File: config.mk
export PLATFORM = sky130hd
export DESIGN_NAME = serial_word_deserializer_flat
export DESIGN_NICKNAME = d
export VERILOG_FILES = /design/src/rtl/serial_word_deserializer_pkg.sv /design/src/rtl/serial_word_deserializer_if.sv /design/src/rtl/serial_word_deserializer_shifter.sv /design/src/rtl/serial_word_deserializer.sv /design/src/flat_wrapper.sv
export SDC_FILE = /design/constraint.sdc
export NUM_CORES = 1
export LEC_CHECK = 0
export ABC_AREA = 0
export CAP_MARGIN = 20
export CORE_MARGIN = 4
export CORE_UTILIZATION = 45
export DETAILED_ROUTE_END_ITERATION = 8
export PLACE_DENSITY = 0.74
export SLEW_MARGIN = 15
export SYNTH_ARGS = -nofsm -noshare
export SYNTH_HDL_FRONTEND = slang
export SYNTH_HIERARCHICAL = 1
export SYNTH_SLANG_ARGS = --single-unit
File: constraint.sdc
create_clock -name i_clk -period 2.13 [get_ports i_clk]
set_input_delay 0.213 -clock i_clk [delete_from_list [all_inputs] [get_ports i_clk]]
set_output_delay 0.213 -clock i_clk [all_outputs]
set_load 0.03 [all_outputs]
File: src/rtl/serial_word_deserializer_pkg.sv
// Shared types and helpers for the serial word deserializer.
package serial_pkg;

  typedef enum logic {OUT_EMPTY, OUT_FULL} out_state_t;

  function automatic int beats(input int width, input int lanes);
    return width / lanes;
  endfunction

  // A single-beat word still needs a 1-bit counter so the slice stays legal.
  function automatic int cnt_width(input int n);
    return (n <= 1) ? 1 : $clog2(n);
  endfunction

endpackage

File: src/rtl/serial_word_deserializer_if.sv
// Handshake bundle between the serial load path and the deserializer.
interface serial_word_deserializer_if #(
  parameter int WIDTH = 8,
  parameter int LANES = 1
);
  logic             clr;
  logic             en;
  logic [LANES-1:0] data_in;
  logic [WIDTH-1:0] data;
  logic             valid;
  logic             ready;
  logic             busy;
  logic             overflow;

  modport master (output clr, en, data_in, ready, input data, valid, busy, overflow);
  modport slave  (input clr, en, data_in, ready, output data, valid, busy, overflow);
endinterface

File: src/rtl/serial_word_deserializer_shifter.sv
// Input side: gathers LANES bits per beat into a word and flags the completing beat.
module serial_lane_shifter
  import serial_pkg::*;
#(
  parameter int WIDTH     = 8,
  parameter int LANES     = 1,
  parameter bit MSB_FIRST = 1'b1
) (
  input  logic             i_clk,
  input  logic             i_rst_n,
  input  logic             i_clr,
  input  logic             i_en,
  input  logic [LANES-1:0] i_data_in,
  output logic             o_word_done,
  output logic [WIDTH-1:0] o_word,
  output logic             o_busy
);
  localparam int BEATS = beats(WIDTH, LANES);
  localparam int CW    = cnt_width(BEATS);

  logic [WIDTH-1:0] r_sr;
  logic [CW-1:0]    r_cnt;
  logic [WIDTH-1:0] w_shifted;
  logic             w_last;

  // With one beat per word the shift register contributes nothing.
  generate
    if (WIDTH == LANES) begin : g_single
      assign w_shifted = i_data_in;
    end else if (MSB_FIRST) begin : g_msb
      assign w_shifted = {r_sr[WIDTH-LANES-1:0], i_data_in};
    end else begin : g_lsb
      assign w_shifted = {i_data_in, r_sr[WIDTH-1:LANES]};
    end
  endgenerate

  assign w_last = (r_cnt == CW'(BEATS - 1));

  always_ff @(posedge i_clk or negedge i_rst_n) begin
    if (!i_rst_n) begin
      r_sr  <= '0;
      r_cnt <= '0;
    end else if (i_clr) begin
      r_sr  <= '0;
      r_cnt <= '0;
    end else if (i_en) begin
      if (w_last) begin
        r_sr  <= '0;
        r_cnt <= '0;
      end else begin
        r_sr  <= w_shifted;
        r_cnt <= r_cnt + CW'(1);
      end
    end
  end

  assign o_word_done = i_en & ~i_clr & w_last;
  assign o_word      = w_shifted;
  assign o_busy      = (r_cnt != '0);
endmodule

File: src/rtl/serial_word_deserializer.sv
// Serial-to-parallel loader: lane shifter feeding a one-entry VALID/READY output stage.
module serial_word_deserializer
  import serial_pkg::*;
#(
  parameter int WIDTH     = 8,
  parameter int LANES     = 1,
  parameter bit MSB_FIRST = 1'b1
) (
  input logic                      i_clk,
  input logic                      i_rst_n,
  serial_word_deserializer_if.slave bus
);
  generate
    if ((WIDTH < 1) || (LANES < 1) || (WIDTH % LANES != 0)) begin : g_param_check
      $error("serial_word_deserializer: WIDTH must be >= 1 and a multiple of LANES");
    end
  endgenerate

  logic             w_word_done;
  logic [WIDTH-1:0] w_word;
  logic             w_busy;

  out_state_t       r_state, w_state_next;
  logic [WIDTH-1:0] r_data, w_data_next;
  logic             r_overflow, w_overflow_next;

  serial_lane_shifter #(
    .WIDTH     (WIDTH),
    .LANES     (LANES),
    .MSB_FIRST (MSB_FIRST)
  ) u_shifter (
    .i_clk       (i_clk),
    .i_rst_n     (i_rst_n),
    .i_clr       (bus.clr),
    .i_en        (bus.en),
    .i_data_in   (bus.data_in),
    .o_word_done (w_word_done),
    .o_word      (w_word),
    .o_busy      (w_busy)
  );

  always_ff @(posedge i_clk or negedge i_rst_n) begin
    if (!i_rst_n) begin
      r_state    <= OUT_EMPTY;
      r_data     <= '0;
      r_overflow <= 1'b0;
    end else begin
      r_state    <= w_state_next;
      r_data     <= w_data_next;
      r_overflow <= w_overflow_next;
    end
  end

  // A completion while the held word is not being taken loses the new word.
  always_comb begin
    w_state_next    = r_state;
    w_data_next     = r_data;
    w_overflow_next = r_overflow;
    case (r_state)
      OUT_EMPTY: begin
        if (w_word_done) begin
          w_state_next = OUT_FULL;
          w_data_next  = w_word;
        end
      end
      OUT_FULL: begin
        if (w_word_done && bus.ready) begin
          w_data_next = w_word;
        end else if (w_word_done) begin
          w_overflow_next = 1'b1;
        end else if (bus.ready) begin
          w_state_next = OUT_EMPTY;
        end
      end
      default: w_state_next = OUT_EMPTY;
    endcase
    if (bus.clr) begin
      w_overflow_next = 1'b0;
    end
  end

  assign bus.data     = r_data;
  assign bus.valid    = (r_state == OUT_FULL);
  assign bus.busy     = w_busy;
  assign bus.overflow = r_overflow;
endmodule

File: src/flat_wrapper.sv
// flat-port wrapper written by rule: the top's interface ports become plain ports
module serial_word_deserializer_flat import serial_pkg::*;
#(
  parameter int WIDTH     = 8,
  parameter int LANES     = 1,
  parameter bit MSB_FIRST = 1'b1
)
  (i_clk, i_rst_n, bus_clr, bus_en, bus_data_in, bus_ready, bus_data, bus_valid, bus_busy, bus_overflow);
  serial_word_deserializer_if #(.WIDTH(WIDTH), .LANES(LANES)) bus_i ();
  input logic i_clk;
  input logic i_rst_n;
  input wire logic [$bits(bus_i.clr)-1:0] bus_clr;
  input wire logic [$bits(bus_i.en)-1:0] bus_en;
  input wire logic [$bits(bus_i.data_in)-1:0] bus_data_in;
  input wire logic [$bits(bus_i.ready)-1:0] bus_ready;
  output wire logic [$bits(bus_i.data)-1:0] bus_data;
  output wire logic [$bits(bus_i.valid)-1:0] bus_valid;
  output wire logic [$bits(bus_i.busy)-1:0] bus_busy;
  output wire logic [$bits(bus_i.overflow)-1:0] bus_overflow;
  assign bus_i.clr = bus_clr;
  assign bus_i.en = bus_en;
  assign bus_i.data_in = bus_data_in;
  assign bus_i.ready = bus_ready;
  assign bus_data = bus_i.data;
  assign bus_valid = bus_i.valid;
  assign bus_busy = bus_i.busy;
  assign bus_overflow = bus_i.overflow;
  serial_word_deserializer #(.WIDTH(WIDTH), .LANES(LANES), .MSB_FIRST(MSB_FIRST)) u_core (.i_clk(i_clk), .i_rst_n(i_rst_n), .bus(bus_i));
endmodule
==> out/metrics.sh <==
SEQUENTIAL_CELL_AREA_UM2=500
SYNTH_AREA_PER_INST_UM2=13.7
WORST_CLOCK_SKEW_PS=11.2
NETLIST_AREA_UM2=905
VIAS_PER_CELL=5.03
FINALMAXSLEWVIOLATIONS=0
WORST_R2R_PATH_DEPTH=6
GRT_ANTENNA_BEFORE_REPAIR=0
ANTENNA_VIOLATING_NETS_REMAINING=0
COMBINATIONAL_POWER_SHARE_PCT=9.2
POSTCTSSETUPBUFFERS=0
LAYOUT.NETS=95
CRITICAL_PATH_PEAK_FANOUT=3
NUMCTSBUFFERS=3
FINAL.SETUP.TNS_PS=0
CP_SLOWEST_STAGE_DELAY_PS=660
REPORTED_MAX_CAP_VIOLATION_COUNT=0
DIE_W_UM=52.8
CLOCK_PATH_BUFFERS=2
SWITCHING_SHARE_PCT=22.0
FINAL_HOLD_VIOL_COUNT=0
FINAL.FILL_COUNT=155
CRITICAL_PATH.CELL_CHAIN='inv_1 > ha_1 > nand2b_1 > clkdlybuf4s50_1'
GR-USAGE-ALL-LAYERS_PCT=13.3
FINAL_UTIL_PCT=62.1
ROUTE.VIAS.TOTAL=553
TIMING.CRITICAL_PATH.TO_TYPE='primary output'
POWER.CLOCK.FRACTION_PCT=32.0
INSERTEDDIODECOUNT=0
POWER.INTERNAL_W=0.000517
ROUTED_WIRE_LENGTH_PER_INSTANCE_UM=13.5
WORST_SLEW_MARGIN_REL_PCT=67.3
TIMING.RR.END='u_core/bus.data[5]'
YS_SEQ_AREA_SHARE_PCT=55.3
CRITPATHBUFINV=2
FINAL-SETUP-VIOL-COUNT=0
IRDROPWORSTVDD_V=0.000359
WORSTSETUPPATHTYPE='flip-flop to primary output'
CHIP_HEIGHT_UM=52.8
PORT_BUF_INSERTS=16
DETAILED_PLACE_HPWL_UM=1110
DISTINCT_CELLS_SYNTH=19
DP.CELLS=106
IOS=17
FIRST_GLOBAL_VIAS=580
WORST_SETUP_PATH_START_KIND='flip-flop'
SYNTH_LARGEST_TYPE_AREA_FRACTION_PCT=55.3
CLOCK_TREE_FROM_TRITONCTS='yes'
R2R_START='u_core/u_shifter/r_cnt[1]'
CLOCK-SINKS=20
FINAL_MIN_PERIOD_OVER_CLOCK_PERIOD_PCT=89.1
FF2FF_SETUP_SLACK_PS=500
PWR_DENSITY_CELL_nW_PER_UM2=586
DRIVE_ABOVE_1_SHARE_PCT=25.9
WORST-ENDPOINT-REQUIRED_PS=1920
YOSYS_WARNINGS=6
FLOORPLAN.INITIALDENSITY_PCT=49.7
MIN_PATH_TYPE='input port to async pin'
TOP_CELLS_BY_AREA_SYNTH='sky130_fd_sc_hd__dfrtp_1 55%, sky130_fd_sc_hd__mux2_4 13%, sky130_fd_sc_hd__a31o_2 4.8%, sky130_fd_sc_hd__ha_1 4.1%, sky130_fd_sc_hd__nor3b_1 4.1%'
CLOCK-ROOT-BUFFER='sky130_fd_sc_hd__clkbuf_4'
P_LEAK_nW=0.560
SYNTH-SEQ-CELLS=20
CORE-AREA_UM2=1820
CP_TOP_FAMILY='buffers and inverters'
MULTI_INPUT_COMB_AREA_UM2=368
DRT_ITER0_DRC=8
SYNTHESIS.NETS=75
TIGHTEST_SLEW_PS=489
FINALWORSTPATHREQUIREDPERIOD_PS=1900
YOSYSTOPAREACELL='sky130_fd_sc_hd__dfrtp_1'
GLOBALPLACE.CONGESTION=0.714
POST_CTS_SIZING_COUNT=0
RUN_STATUS='finished clean'
CP_DATA_ARRIVAL_TIME_PS=1690
OVERFLOW=0
AREA.GROWTH.SYNTH_TO_FINAL_PCT=24.9
POSTROUTEWIRELENGTH_UM=1490
POWER.SWITCHING_W=0.000146
CP-STARTPOINT='u_core/u_shifter/r_cnt[0]'
INSERTION_DELAY_PS=290
TRITONROUTE_PASS_1_ITERS=4
GRT_FIRST_PASS_WIRELENGTH_UM=2640
P_SEQ_SHARE_PCT=58.7
CTSHTREEMAXLEVEL=1
PIN_COUNT_OF_THE_BIGGEST_NET_ENTERING_GLOBAL_ROUTING=21
REMAINING_DRC_ERRORS=0
CTS_HOLD_BUF=0
TOTAL_DIE_AREA_UM2=2790
CP_SLOWEST_CELL='sky130_fd_sc_hd__clkdlybuf4s50_1'
ROWS=15
CLK_TRANSITION_REPORTED_PATHS_PS=110
POST_SYNTH_INST_COUNT=66
GRT_SETUP_UNREPAIRED='false'
FMAX_MHz=527
INSTANCES_NO_FILL=110
[synthesized netlist by cell type (all sizes together)]
library cell,number
nand2b,2
or4b,1
or2b,1
dfrtp,20
o31ai,1
a32o,2
nand2,2
mux2,8
nor3b,5
mux2i,2
a31o,5
nor2,6
a31oi,1
inv,3
ha,3
buf,4
[worst max path at each step]
| stage | depth (start not counted) | end |
|---|---|---|
| 2_1_floorplan | 6 | u_core/bus.data[0] |
| 3_3_place_gp | 4 | u_core/bus.data[2] |
| 3_5_place_dp | 4 | u_core/bus.data[1] |
| 4_1_cts | 4 | bus_busy |
| 5_1_grt | 4 | bus_busy |
| 6_report | 4 | bus_busy |
[state kept, by name (all words and copies together) (netlist names)]
| register | count |
|---|---|
| u_core/bus.data | 8 |
| u_core/bus.overflow | 1 |
| u_core/u_shifter/r_sr | 7 |
| u_core/u_shifter/r_cnt | 3 |
| u_core/bus.valid | 1 |
[layout by cell type (no fill, tap or decap)]
master	count
sky130_fd_sc_hd__o31ai_1	1
sky130_fd_sc_hd__nor2_1	6
sky130_fd_sc_hd__nand2b_4	1
sky130_fd_sc_hd__mux2_4	8
sky130_fd_sc_hd__dfrtp_1	20
sky130_fd_sc_hd__clkbuf_4	3
sky130_fd_sc_hd__nand2_1	1
sky130_fd_sc_hd__nand2b_1	1
sky130_fd_sc_hd__a31o_2	5
sky130_fd_sc_hd__ha_1	3
sky130_fd_sc_hd__a32o_1	2
sky130_fd_sc_hd__or2b_1	1
sky130_fd_sc_hd__or4b_1	1
sky130_fd_sc_hd__nor3b_1	5
sky130_fd_sc_hd__mux2i_1	2
sky130_fd_sc_hd__clkdlybuf4s50_1	16
sky130_fd_sc_hd__inv_1	3
sky130_fd_sc_hd__a31oi_1	1
sky130_fd_sc_hd__clkbuf_8	1
sky130_fd_sc_hd__buf_4	3
sky130_fd_sc_hd__nand2_4	1
[layout make-up]
class	instances	area share, %
tap	25	2.77
timing repair buffer	19	16.2
inverter	3	0.997
multi-input combinational	39	32.6
clock buffer	4	3.21
sequential	20	44.3
[worst register-to-register path, stage by stage (launching register included)]
cell	delay [ps]
sky130_fd_sc_hd__dfrtp_1	390
sky130_fd_sc_hd__ha_1	160
sky130_fd_sc_hd__ha_1	170
sky130_fd_sc_hd__nand2_1	50
sky130_fd_sc_hd__nor2_1	230
sky130_fd_sc_hd__nand2_4	170
sky130_fd_sc_hd__mux2_4	330
[stage by stage]
stage	setup WS (ps)	instance area [µm²]	total power, W	hold WS, ps
after floorplan	660	905	0.000428	-82.6
after global placement	497	1090	0.000457	484
after global routing	121	1130	0.000701	256
after CTS	207	1130	0.000675	249
final	231	1130	0.000663	243
after detailed placement	450	1090	0.000459	497
[kinds of logic after synthesis]
| family | share of synthesized area, % |
|---|---|
| flip-flops | 55.3 |
| AND/OR/NAND/NOR | 12.4 |
| multiplexers | 15.5 |
| AO/OA/AOI/OAI | 8.58 |
| buffers and inverters | 4.01 |
| adder cells (fa/ha/maj) | 4.15 |
[power by group through the flow]
stage	clock (W)	combinational, W	sequential [W]
floorplan	0	0.0000325	0.000396
global placement	0	0.0000603	0.000397
detailed placement	0	0.0000621	0.000397
CTS	0.000223	0.0000623	0.000389
global route	0.000242	0.0000684	0.000390
finish	0.000212	0.0000610	0.000389
[layer usage]
metal | GRT usage, % | wire length (µm) | vias to the layer above
met1 | 16.8 | 673 | 270
li1 | - | - | 271
met4 | 8.09 | 13 | 0
met5 | 0 | 0 | -
met3 | 2.56 | 65 | 2
met2 | 20.9 | 733 | 10
Power figures use the tool's default switching activity.
